--- config.mk ---
export PLATFORM = sky130hd
export DESIGN_NAME = pcm_serial_tx
export DESIGN_NICKNAME = d
export VERILOG_FILES = /design/src/rtl/pcm_serial_tx.sv
export SDC_FILE = /design/constraint.sdc
export NUM_CORES = 1
export LEC_CHECK = 0
export ABC_AREA = 1
export BUFFER_PORTS_ARGS = -buffer_cell sky130_fd_sc_hd__buf_2
export CORE_UTILIZATION = 30
export DETAILED_ROUTE_END_ITERATION = 10
export GPL_ROUTABILITY_DRIVEN = 1
export GPL_TIMING_DRIVEN = 0
export PLACE_DENSITY_LB_ADDON = 0.3
export SLEW_MARGIN = 30
export SYNTH_ARGS = -nofsm -noshare
export SYNTH_HDL_FRONTEND = slang
export SYNTH_SLANG_ARGS = --single-unit
--- constraint.sdc ---
create_clock -name clk_i -period 4.6 [get_ports clk_i]
set_input_delay 0.69 -clock clk_i [delete_from_list [all_inputs] [get_ports clk_i]]
set_output_delay 0.69 -clock clk_i [all_outputs]
set_load 0.005 [all_outputs]
--- src/rtl/pcm_serial_tx.sv ---
// PCM serializer: takes CHANNELS x DATA_W frames over valid/ready and shifts them out with a
// generated bit clock and channel-select clock, streaming back-to-back frames without gaps.
module pcm_serial_tx #(
    parameter int unsigned DATA_W    = 16,
    parameter int unsigned CHANNELS  = 2,
    parameter int unsigned BCLK_DIV  = 4,
    parameter bit          MSB_FIRST = 1'b1
) (
    input  logic                       clk_i,
    input  logic                       reset_ni,
    input  logic                       enable_i,
    input  logic [CHANNELS*DATA_W-1:0] d_in_i,
    input  logic                       d_valid_i,
    output logic                       d_ready_o,
    output logic                       bclk_o,
    output logic                       lrclk_o,
    output logic                       d_out_o,
    output logic                       done_o,
    output logic                       act_o
);

    localparam int unsigned TotW = CHANNELS * DATA_W;
    localparam int unsigned DivW = (BCLK_DIV > 1) ? $clog2(BCLK_DIV) : 1;
    localparam int unsigned BitW = (DATA_W > 1) ? $clog2(DATA_W) : 1;
    localparam int unsigned ChW  = (CHANNELS > 1) ? $clog2(CHANNELS) : 1;

    localparam logic [DivW-1:0] DivMax = DivW'(BCLK_DIV - 1);
    localparam logic [BitW-1:0] BitMax = BitW'(DATA_W - 1);
    localparam logic [ChW-1:0]  ChMax  = ChW'(CHANNELS - 1);

    typedef enum logic {StIdle, StShift} state_e;

    state_e            state_q, state_d;
    logic [DivW-1:0]   div_q, div_d;
    logic [BitW-1:0]   bit_q, bit_d;
    logic [ChW-1:0]    ch_q, ch_d;
    logic [TotW-1:0]   sr_q, sr_d;
    logic              bclk_q, bclk_d;
    logic              lrclk_q, lrclk_d;
    logic              d_out_q, d_out_d;
    logic              done_q, done_d;
    logic              act_q, act_d;

    logic [TotW-1:0]   frame_seq;
    logic              div_wrap;
    logic              last_bit;
    logic              fall_edge;
    logic              ready;
    logic              accept;

    // Reorder the frame so the transmit order is always "shift out the MSB":
    // channel slices stay in place, LSB-first mode mirrors each slice.
    always_comb begin
        frame_seq = '0;
        for (int unsigned c = 0; c < CHANNELS; c++) begin
            for (int unsigned k = 0; k < DATA_W; k++) begin
                if (MSB_FIRST) begin
                    frame_seq[c*DATA_W + k] = d_in_i[c*DATA_W + k];
                end else begin
                    frame_seq[c*DATA_W + k] = d_in_i[c*DATA_W + DATA_W - 1 - k];
                end
            end
        end
    end

    assign div_wrap  = (div_q == DivMax);
    assign last_bit  = (bit_q == BitMax) && (ch_q == ChMax);
    assign fall_edge = (state_q == StShift) && div_wrap && bclk_q;

    // Ready only in idle or in the very last cycle of a frame so the next frame lands on the
    // final falling edge with no bclk gap.
    assign ready  = reset_ni && enable_i &&
                    ((state_q == StIdle) || (fall_edge && last_bit));
    assign accept = ready && d_valid_i;

    always_comb begin
        state_d = state_q;
        div_d   = div_q;
        bit_d   = bit_q;
        ch_d    = ch_q;
        sr_d    = sr_q;
        bclk_d  = bclk_q;
        lrclk_d = lrclk_q;
        d_out_d = d_out_q;
        done_d  = 1'b0;
        act_d   = act_q;

        unique case (state_q)
            StIdle: begin
                bclk_d  = 1'b0;
                lrclk_d = 1'b0;
                d_out_d = 1'b0;
                act_d   = 1'b0;
            end
            StShift: begin
                if (!div_wrap) begin
                    div_d = div_q + DivW'(1);
                end else begin
                    div_d  = '0;
                    bclk_d = ~bclk_q;
                    if (bclk_q) begin
                        if (last_bit) begin
                            done_d  = 1'b1;
                            state_d = StIdle;
                            bclk_d  = 1'b0;
                            lrclk_d = 1'b0;
                            d_out_d = 1'b0;
                            act_d   = 1'b0;
                        end else begin
                            if (bit_q == BitMax) begin
                                bit_d = '0;
                                ch_d  = ch_q + ChW'(1);
                            end else begin
                                bit_d = bit_q + BitW'(1);
                            end
                            lrclk_d = ch_d[0];
                            d_out_d = sr_q[TotW-1];
                            sr_d    = sr_q << 1;
                        end
                    end
                end
            end
            default: state_d = StIdle;
        endcase

        // A load overrides the idle/end-of-frame defaults above.
        if (accept) begin
            state_d = StShift;
            div_d   = '0;
            bit_d   = '0;
            ch_d    = '0;
            bclk_d  = 1'b0;
            lrclk_d = 1'b0;
            d_out_d = frame_seq[TotW-1];
            sr_d    = frame_seq << 1;
            act_d   = 1'b1;
        end
    end

    always_ff @(posedge clk_i) begin
        if (!reset_ni) begin
            state_q <= StIdle;
            div_q   <= '0;
            bit_q   <= '0;
            ch_q    <= '0;
            sr_q    <= '0;
            bclk_q  <= 1'b0;
            lrclk_q <= 1'b0;
            d_out_q <= 1'b0;
            done_q  <= 1'b0;
            act_q   <= 1'b0;
        end else begin
            state_q <= state_d;
            div_q   <= div_d;
            bit_q   <= bit_d;
            ch_q    <= ch_d;
            sr_q    <= sr_d;
            bclk_q  <= bclk_d;
            lrclk_q <= lrclk_d;
            d_out_q <= d_out_d;
            done_q  <= done_d;
            act_q   <= act_d;
        end
    end

    assign d_ready_o = ready;
    assign bclk_o    = bclk_q;
    assign lrclk_o   = lrclk_q;
    assign d_out_o   = d_out_q;
    assign done_o    = done_q;
    assign act_o     = act_q;

endmodule

**Word-level counts from Yosys, hierarchy flattened**

Index checks and enable logic that the tools add are counted.

- Bits in registers: 44
- Output and inout bits: 6
- Logic and storage cells: 75
- Input port bits: 36

- Mux-type cells: 32
- Bitwise operators: 4
- $add $sub $neg: 3
- Equal/unequal tests: 8
- Reductions and logical operators: 18

Operator list:

| kind | count |
|---|---|
| $mux W32 | 5 |
| $mux W1 | 21 |
| $reduce_and A4 Y1 | 3 |
| $ne A3 B1 Y1 const B | 3 |
| $pmux W1 S2 | 4 |
| $logic_and A1 B1 Y1 | 7 |
| $ne A2 B1 Y1 const B | 3 |
| $reduce_bool A2 Y1 | 3 |
| $add A4 B1 Y4 const B | 1 |
| $eq A4 B4 Y1 const B | 1 |
| $mux W4 | 1 |
| $not A1 Y1 | 4 |
| $reduce_and A2 Y1 | 2 |
| $reduce_and A3 Y1 | 1 |
| $add A2 B1 Y2 const B | 1 |
| $eq A2 B2 Y1 const B | 1 |
| $mux W2 | 1 |
| $reduce_or A2 Y1 | 1 |
| $add A1 B1 Y1 const B | 1 |
| $logic_or A1 B1 Y1 | 1 |

**Longest topological paths before layout**

- Depth after elaboration: 9
- Gate-level depth with buffers: 12
- Mapped depth without buffers: 11

**Worst setup path before layout**

OpenSTA, ideal clock, no wires.

- Kind: register -> output
- From: register bit_q[0]
- To: output d_ready_o
- Required time: 3.910 ns
- Path buffers: 0
- Cell stages (with the launch flop): 9
- Arrival: 1.140 ns
- Path slack: 2.770 ns
- Path through: dfxtp_1 > ha_1 > nand3_1 > inv_1 > ha_1 > inv_1 > nand2_2 > nand2_1 > nor2_1

- Cells in the longest elaborated chain, start to end: 5

RTL lines:

| item | RTL line | source |
|---|---|---|
| start, declared | 35 | `logic [BitW-1:0] bit_q, bit_d;` |
| start signal, assigned | 155 | `bit_q <= bit_d;` |
| $eq A4 B4 Y1 | 67 | `assign last_bit = (bit_q == BitMax) && (ch_q == ChMax);` |
| $logic_and A1 B1 Y1 | 67 |  |
| named net last_bit | 46 | `logic last_bit;` |
| $logic_and A1 B1 Y1 | 73 | `((state_q == StIdle) \|\| (fall_edge && last_bit));` |
| $logic_or A1 B1 Y1 | 73 |  |
| $logic_and A1 B1 Y1 | 72 | `assign ready = reset_ni && enable_i &&` |
| end, declared | 14 | `output logic d_ready_o,` |

The timed path passes the listed nets, and every way through them passes these cells.

**Worst setup path in the final report**

Ends and elaborated chain as after synthesis.

==> results.py <==
metrics = {
    "cells_and_area": {
        "synthToLayoutAreaGrowth_pct": 18.7,
        "layout-drive-gt1-share": 0.184,
        "fin_area_um2": 2770,
        "nNetsFinal": 434,
        "antenna_cells": 0,
        "fillers": 845,
        "instances_no_fill": 495,
        "post-route-util": 0.376,
    },
    "floorplan": {
        "fp.dieArea_um2": 8140,
        "initial_core_util": 0.317,
        "core_um2": 7370,
        "fp-row-count": 31,
        "die_y_um": 90.2,
        "io_pins": 42,
        "fp.dieW_um": 90.2,
    },
    "synthesis": {
        "synth.area.top_cells": "dfxtp_1, nand2_1, nand4_1",
        "netlist_instances": 347,
        "ys_types": 20,
        "yosys.area.top_type_share": 0.377,
        "synth.largest_area_cell": "dfxtp_1",
        "syn_avg_cell_area_um2": 6.73,
        "netlist_area_um2": 2330,
        "ys_ff_latch": 44,
        "synth.yosys.warnings": 0,
        "synth_seq_area_share": 0.377,
        "synth_nets": 386,
    },
    "worst_setup_path": {
        "end_kind": "primary output",
        "critPathKind": "flop to primary output",
        "worst-path-max-fanout": 5,
        "worstPathArrival_ps": 1720,
        "crit_required_ps": 3910,
        "worstReg2RegStart": "bit_q[0]$_SDFFE_PP0P_",
        "cp-start-kind": "flop",
        "critPathLaunch": "bit_q[0]$_SDFFE_PP0P_",
    },
    "sta": {
        "fin_crit_ps": 2410,
        "timing.fmax_mhz": 415,
        "min_period_over_period": 0.524,
        "finalSetupViolCount": 0,
        "skew_ps": 10.2,
        "maxSlewViolCount": 0,
        "tightest_slew_ps": 471,
        "rsz0062_at_grt": "no",
        "setup_tns_ps": 0,
        "final.setup.worst_slack_ps": 2190,
        "hold_viol": 0,
        "relSlewSlack": 0.686,
    },
    "drt": {
        "vias": 2315,
        "drt_iter0_drc": 105,
        "drcViolationCount": 0,
        "first_pass_iters": 4,
        "vias_per_cell": 4.68,
        "routed_wl_um": 5740,
        "ant_nets": 0,
        "avgRoutedWirePerCell_um": 11.6,
    },
    "global_routing": {
        "globalRouteOverflowTotal": 0,
        "grt_pass1_vias": 2139,
        "antenna_found_initial": 0,
        "grt_usage": 0.147,
        "grt_max_degree": 14,
        "grt_pass1_wl_um": 9800,
    },
    "job": {
        "maxCapViolations": 0,
    },
    "pwr": {
        "p_per_area_nw_per_um2": 293,
        "p_leak_nw": 1.32,
        "ir_drop_mv": 0.145,
    },
    "placement": {
        "place_area_um2": 2660,
        "gp_congestion": 0.740,
        "dp_slack_ps": 2550,
        "portBuffers": 41,
        "place_hpwl_um": 4040,
        "placedCellCount": 487,
    },
    "cts": {
        "clockRootBuffer": "clkbuf_8",
        "clock-sinks": 44,
        "hold_buffers": 0,
        "clk_path_buf_depth": 2,
        "path_clk_slew_ps": 80,
        "worstSkewPairLatency_ps": 300,
        "post_cts_resized": 0,
        "tritoncts.num_buffers": 5,
        "post_cts_buffers": 0,
        "cts_tree": "built",
        "htreeDepth": 2,
    },
    "worst_hold_path": {
        "min-delay-start": "div_q[1]$_SDFFE_PP0P_",
        "min-delay-path-class": "flop to flop",
    },
    "run_status": {
        "status": "finished clean",
    },
}
## synthesized netlist by cell type
cell type / instances
nand2_1: 107
o21ai_0: 5
ha_1: 3
nand3_4: 1
a21oi_1: 39
clkbuf_1: 4
dfxtp_1: 44
buf_2: 11
nor2_4: 1
buf_6: 6
dlygate4sd1_1: 1
inv_1: 41
nor2_1: 7
nor3b_2: 1
inv_2: 1
nor3_1: 3
nand3_1: 36
nand4_1: 32
buf_4: 2
nand2_2: 2
## critical path, stage by stage, from the launching register on
cell and delay (ps):
dfxtp_1 400, ha_1 190, nand3_1 100, inv_1 100, ha_1 180, inv_1 60, nand2_2 80, nand2_1 100
nor2_1 90, buf_2 110
## stage by stage
step,hold slack [ps],total power (W)
floorplan,443,0.000486
global placement,454,0.000523
detailed placement,459,0.000525
CTS,472,0.000816
global route,504,0.000853
finish,472,0.000811
## layer usage
layer | routed length, um | track usage
met5 | 0 | 0
met4 | 67 | 0.0484
met3 | 298 | 0.0271
met2 | 2550 | 0.238
met1 | 2820 | 0.196
## worst paths after layout
path | to | depth (start not counted) | slack, ps
max reg2reg | sr_q[20]$_SDFFE_PN0P_ | 11 | 2630
min | div_q[1]$_SDFFE_PP0P_ | 2 | 470
min reg2reg | div_q[1]$_SDFFE_PP0P_ | 2 | 470
max | d_ready_o | 9 | 2190
## kinds of logic after synthesis
| logic type | Yosys count | synth area share |
|---|---|---|
| AND/OR/NAND/NOR | 190 | 0.376 |
| adder cells (fa/ha/maj) | 3 | 0.0161 |
| AO/OA/AOI/OAI | 44 | 0.0943 |
| flip-flops | 44 | 0.377 |
| buffers and inverters | 66 | 0.137 |
## flip-flops by register name, summed over array words and instances (netlist names)
register,count
done_o,1
act_o,1
bit_q,4
div_q,2
lrclk_o,1
state_q,1
ch_q,1
bclk_o,1
sr_q,31
d_out_o,1
## layout make-up
cell class,count,area (um2),area share
multi-input cells,237,1130,0.409
flip-flops and latches,44,881,0.318
repair buffers,41,205,0.0740
plain buffers,24,161,0.0582
inverters,42,158,0.0569
well taps,99,124,0.0447
clock buffers,6,72.6,0.0262
clock inverters,2,35.0,0.0126
## placed cells by master (no fill, tap or decap), types with 6 or more instances in the layout
cell type,n
a21oi_1,39
buf_2,52
buf_6,6
dfxtp_1,44
inv_1,41
nand2_1,107
nand3_1,36
nand4_1,32
nor2_1,7
## where the power goes
group,switching [W],leakage (nW),internal [W]
combinational,0.0000653,0.908,0.0000407
clock,0.000135,0.0552,0.000161
sequential,0.0000108,0.358,0.000399
(Power assumes the default switching activity.)
